## src/rtl/loader_pkg.sv

```systemverilog
// Shared definitions for the instruction-memory loader: FSM encoding, data widths and the
// header length range check.
package loader_pkg;

   localparam int unsigned BYTE_W = 8;
   localparam int unsigned WORD_W = 16;
   localparam int unsigned LEN_W  = 16;

   typedef enum logic [2:0] {
      StIdle,
      StLenHi,
      StLenLo,
      StDataHi,
      StDataLo,
      StChk,
      StDone,
      StError
   } state_e;

   // True when a word count cannot be addressed with addr_w bits (len > 2^addr_w).
   function automatic logic len_too_long(input logic [LEN_W-1:0] len, input int unsigned addr_w);
      logic [LEN_W:0] w_limit;
      w_limit = (LEN_W+1)'(1) << addr_w;
      return {1'b0, len} > w_limit;
   endfunction

endpackage

```

## src/rtl/byte_pack.sv

```systemverilog
// Two-byte to 16-bit word assembler: latches the high byte, then on the low-byte strobe
// registers the full word and raises a one-cycle write strobe.
module byte_pack
   import loader_pkg::*;
(
   input  logic              clk,
   input  logic              rst,
   input  logic              i_cap_hi,
   input  logic              i_cap_lo,
   input  logic [BYTE_W-1:0] i_byte,
   output logic              o_wen,
   output logic [WORD_W-1:0] o_word
);

   logic [BYTE_W-1:0] r_hi;
   logic [WORD_W-1:0] r_word;
   logic              r_wen;

   always_ff @(posedge clk or negedge rst) begin
      if (!rst) begin
         r_hi   <= '0;
         r_word <= '0;
         r_wen  <= 1'b0;
      end else begin
         r_wen <= i_cap_lo;
         if (i_cap_hi) r_hi <= i_byte;
         // Word holds its last value between strobes.
         if (i_cap_lo) r_word <= {r_hi, i_byte};
      end
   end

   assign o_wen  = r_wen;
   assign o_word = r_word;

endmodule

```

## src/rtl/imem_loader.sv

```systemverilog
// Boot loader: receives a length-prefixed byte stream and writes it into instruction memory
// while holding the CPU in reset. Define IMEM_LOADER_CHECKSUM_EN for a trailing XOR check byte.
module imem_loader
   import loader_pkg::*;
#(
   parameter int unsigned ADDR_W = 16,
   parameter int unsigned DATA_W = 16
) (
   input  logic              clk,
   input  logic              rst,
   input  logic              start,
   input  logic              in_valid,
   input  logic [7:0]        in_data,
   output logic              in_ready,
   output logic              mem_wen,
   output logic [ADDR_W-1:0] mem_addr,
   output logic [DATA_W-1:0] mem_wdata,
   output logic              cpu_hold,
   output logic              done,
   output logic              error,
   output logic [15:0]       word_cnt
);

   state_e            r_state;
   state_e            w_state_nxt;
   logic [LEN_W-1:0]  r_len;
   logic [15:0]       r_word_cnt;
   logic [ADDR_W-1:0] r_addr;
   logic [LEN_W-1:0]  w_len_full;
   logic [WORD_W-1:0] w_word;
   logic              w_xfer;
   logic              w_start;
   logic              w_cap_hi;
   logic              w_cap_lo;
   logic              w_last;
   logic              w_wen;

   assign in_ready   = r_state inside {StLenHi, StLenLo, StDataHi, StDataLo, StChk};
   assign w_xfer     = in_valid & in_ready;
   assign w_start    = start & (r_state inside {StIdle, StDone, StError});
   assign w_len_full = {r_len[LEN_W-1:BYTE_W], in_data};
   // word_cnt counts completed words, so the word now finishing is the last one when +1 == len.
   assign w_last     = (r_word_cnt + 16'd1) == r_len;
   assign w_cap_hi   = w_xfer & (r_state == StDataHi);
   assign w_cap_lo   = w_xfer & (r_state == StDataLo);

`ifdef IMEM_LOADER_CHECKSUM_EN
   logic [7:0] r_csum;

   always_ff @(posedge clk or negedge rst) begin
      if (!rst) begin
         r_csum <= '0;
      end else if (w_start) begin
         r_csum <= '0;
      end else if (w_xfer && r_state != StChk) begin
         r_csum <= r_csum ^ in_data;
      end
   end
`endif

   always_comb begin
      w_state_nxt = r_state;
      case (r_state)
         StIdle, StDone, StError: if (start) w_state_nxt = StLenHi;
         StLenHi:                 if (w_xfer) w_state_nxt = StLenLo;
         StLenLo: begin
            if (w_xfer) begin
               if (w_len_full == '0) begin
`ifdef IMEM_LOADER_CHECKSUM_EN
                  w_state_nxt = StChk;
`else
                  w_state_nxt = StDone;
`endif
               end else if (len_too_long(w_len_full, ADDR_W)) begin
                  w_state_nxt = StError;
               end else begin
                  w_state_nxt = StDataHi;
               end
            end
         end
         StDataHi:                if (w_xfer) w_state_nxt = StDataLo;
         StDataLo: begin
            if (w_xfer) begin
               if (!w_last) begin
                  w_state_nxt = StDataHi;
               end else begin
`ifdef IMEM_LOADER_CHECKSUM_EN
                  w_state_nxt = StChk;
`else
                  w_state_nxt = StDone;
`endif
               end
            end
         end
`ifdef IMEM_LOADER_CHECKSUM_EN
         StChk: if (w_xfer) w_state_nxt = (in_data == r_csum) ? StDone : StError;
`endif
         default:                 w_state_nxt = StIdle;
      endcase
   end

   always_ff @(posedge clk or negedge rst) begin
      if (!rst) begin
         r_state    <= StIdle;
         r_len      <= '0;
         r_word_cnt <= '0;
         r_addr     <= '0;
      end else begin
         r_state <= w_state_nxt;
         if (w_start) begin
            r_word_cnt <= '0;
         end else if (w_cap_lo) begin
            r_word_cnt <= r_word_cnt + 16'd1;
            r_addr     <= r_word_cnt[ADDR_W-1:0];
         end
         if (w_xfer && r_state == StLenHi) r_len[LEN_W-1:BYTE_W] <= in_data;
         if (w_xfer && r_state == StLenLo) r_len[BYTE_W-1:0]     <= in_data;
      end
   end

   byte_pack u_byte_pack (
      .clk      (clk),
      .rst      (rst),
      .i_cap_hi (w_cap_hi),
      .i_cap_lo (w_cap_lo),
      .i_byte   (in_data),
      .o_wen    (w_wen),
      .o_word   (w_word)
   );

   assign mem_wen   = w_wen;
   assign mem_addr  = r_addr;
   assign mem_wdata = w_word;
   assign word_cnt  = r_word_cnt;
   // DONE is entered together with the final write pulse; report it once that pulse is over.
   assign done      = (r_state == StDone) & ~w_wen;
   assign cpu_hold  = ~done;
   assign error     = (r_state == StError);

endmodule

```

## config.mk

```make
export PLATFORM = sky130hd
export DESIGN_NAME = imem_loader
export DESIGN_NICKNAME = d
export VERILOG_FILES = /design/src/rtl/loader_pkg.sv /design/src/rtl/byte_pack.sv /design/src/rtl/imem_loader.sv
export SDC_FILE = /design/constraint.sdc
export NUM_CORES = 1
export LEC_CHECK = 0
export CORE_ASPECT_RATIO = 1.4
export CORE_MARGIN = 2
export CORE_UTILIZATION = 35
export DETAILED_ROUTE_END_ITERATION = 6
export HOLD_SLACK_MARGIN = 0.08
export SYNTH_ARGS = -nofsm -noshare
export SYNTH_HDL_FRONTEND = slang
export SYNTH_HIERARCHICAL = 1
export SYNTH_SLANG_ARGS = --single-unit
```

## constraint.sdc

```tcl
create_clock -name clk -period 2.7 [get_ports clk]
set_input_delay 0.27 -clock clk [delete_from_list [all_inputs] [get_ports clk]]
set_output_delay 0.27 -clock clk [all_outputs]
set_load 0.1 [all_outputs]
```

==> results.toml <==
[timing]
max_freq_mhz = 398.0
setup_viol = 0
setup_tns_ns = 0
timing.final.crit_share = 0.9307
max_slew_margin = 0.3550
final_max_slew_viol_count = 0
hold_viol = 0
worst_clock_skew_ns = 0.006422
min_period_ns = 2.513
tightest_slew_ns = 0.9675
rsz0062_at_grt = "false"

[layout]
drive_gt1_frac = 0.3171
seq_area_sq_um = 1926
syn_to_final_growth_pct = 24.35
multi_input_area_sq_um = 1738
antenna_cells = 0
nets = 440
nFillCells = 1050
final_util = 0.4426

[worst_setup_path]
r2r_cells = 6
cp_data_required_time_ns = 2.93
setup.worst_path.start_class = "register"
timing.rr.start = "word_cnt[2]"
endpoint_kind = "register"
regToRegSetupSlack_ns = 0.19
reg2reg_to = "r_state[0]"
crit_arrival_ns = 2.74
cp_max_fo = 12
worstSetupPathType = "reg -> reg"

[drt]
drtAntennaViolNets = 0
via_per_inst = 5.141
wire_per_inst_microns = 16.11
drt-pass1-iter-count = 4
vias = 2946
routed_wl_microns = 9231
drt_iter0_markers = 157
drc = 0

[synth]
syn_inst = 370
syn_area_sq_um = 3827
ys_seq_elements = 76
synth.net_count = 383
synth_ff_type = "dfrtp_1"
yosys.cell_types.count = 53
async_flop_share = 1.000
synth-edff-count = 0
avgSynthCellArea_sq_um = 10.34
yosysSeqAreaShare = 0.4969
ys_warn_count = 6

[global_routing]
grt_pass1_vias = 2885
antenna_found_initial = 0
grt-ovfl-total = 0
grt_util_all_layers = 0.1633
grt_first_pass_wirelength_microns = 15110
grt_max_degree = 77

[clock_network]
cts.sinks = 76
postCtsHoldBufs = 0
clkTransAtPathRegs_ns = 0.06
insertion_delay_ns = 0.34
clk_path_buf_depth = 2
ctsResizeCount = 0
cts.htree.levels = 3
cts_root_buf = "clkbuf_16"
cts_buffers = 9
cts_tree = "done"
post-cts-setup-buffer-count = 0

[placed_design]
place_hpwl_microns = 6425
io_buffer_count = 64
finalWeightedCongestion = 0.8529

[power]
power_density_nw_per_um2 = 1133
peakVddDrop_v = 0.0008952
p_leak_nw = 2.143

[floorplanning]
rows = 45
boundaryPins = 65
coreArea_sq_um = 10750
die_area_sq_um = 11800
die_w_microns = 92.38
start_util = 0.3559
die_h_microns = 127.7

[job]
drv_cap = 0

[outcome]
status = "finished clean"

[min_path]
hold_path_class = "in -> async"
-- how the worst max path moves through the flow --
stage           startpoint    endpoint  slack (ns)  cells past startpoint
2_1_floorplan   r_state[2]        done       0.008                      5
3_3_place_gp   word_cnt[2]  r_state[0]        0.27                      6
3_5_place_dp   word_cnt[2]  r_state[0]        0.22                      6
4_1_cts        word_cnt[2]  r_state[0]        0.20                      6
5_1_grt        word_cnt[0]  r_state[0]        0.02                      7
6_report       word_cnt[2]  r_state[0]        0.19                      6
-- report_power, final --
group / switching, mW / internal (mW) / total (mW)
Sequential: 0.282 / 1.48 / 1.76
Combinational: 1.66 / 0.796 / 2.45
Clock: 0.467 / 0.713 / 1.18
-- critical path, cell delays in order (launching register included) --
cell and delay [ns]:
dfrtp_2 0.47, and4_1 0.37, and4_1 0.46, nor4b_2 0.26, o2111ai_1 0.14, or4_1 0.54
nor2b_4 0.16
-- registers in the layout (all words and copies together), names as in the netlist --
register and flops:
mem_addr 16, r_len 16, r_state 3, u_byte_pack/o_wen 1, u_byte_pack/o_word 16, u_byte_pack/r_hi 8, word_cnt 16
-- cell usage after synthesis (6+ instances only) --
| library cell | number | share of area |
|---|---|---|
| nand2_1 | 61 | 0.060 |
| xor2_1 | 9 | 0.021 |
| mux2_2 | 29 | 0.085 |
| o21ai_0 | 27 | 0.035 |
| xnor2_1 | 9 | 0.021 |
| nand3_1 | 8 | 0.010 |
| mux2_4 | 10 | 0.039 |
| a31oi_1 | 7 | 0.011 |
| clkbuf_1 | 18 | 0.018 |
| nor2_1 | 17 | 0.017 |
| dfrtp_1 | 76 | 0.50 |
| inv_1 | 10 | 0.0098 |
| a21oi_1 | 6 | 0.0078 |
| o31ai_1 | 8 | 0.016 |
| nor4_1 | 6 | 0.0098 |
-- stage by stage --
stage               instances  setup slack (ns)  power, mW  hold WS, ns  cell area (sq um)
finish                    573            0.1872      5.394      0.04324               4760
global route              573           0.01937      5.654       0.1576               4760
CTS                       573            0.2018      5.447       0.1337               4760
detailed placement        557            0.2198      4.243       0.4635               4466
global placement          557            0.2690      4.200       0.4594               4466
floorplan                 370          0.008060      3.672     -0.02559               3855
-- routing by layer --
layer | vias up | part of all wire | GRT usage
li1 | 1412 | - | -
met1 | 1439 | 0.44 | 0.2186
met2 | 80 | 0.49 | 0.2593
met3 | 15 | 0.041 | 0.02410
met4 | 0 | 0.024 | 0.07989
met5 | - | 0 | 0
-- layout make-up --
class                      count  share of cell area
multi-input combinational    255              0.3651
clock inverter                 6             0.01367
clock buffer                  10             0.04811
timing repair buffer          75              0.1236
tap                          141             0.03707
sequential                    76              0.4046
inverter                      10            0.007886
-- cell families after synthesis --
family	after synthesis	share of synthesized area
multiplexers	42	0.1327
AO/OA/AOI/OAI	69	0.1161
AND/OR/NAND/NOR	125	0.1599
buffers and inverters	39	0.05001
flip-flops	76	0.4969
adder cells (fa/ha/maj)	1	0.003269
XOR/XNOR	18	0.04119
-- placed cells by master, fill, tap and decap left out, types with 3 or more instances in the layout --
cell type	n
o31ai_1	8
a31oi_1	7
clkinvlp_4	4
nand3_1	8
and4_1	4
nor4_1	6
xor2_1	9
a21oi_1	5
nor2_1	17
nand2_1	61
dfrtp_2	10
o21ai_0	27
inv_1	10
dfrtp_1	63
nand2b_1	3
xnor2_1	9
clkbuf_16	9
nor3_1	5
buf_4	65
nand4_1	4
clkdlybuf4s50_1	10
dfrtp_4	3
and3_1	4
mux2_4	10
mux2_2	29
Power figures use the tool's default switching activity.
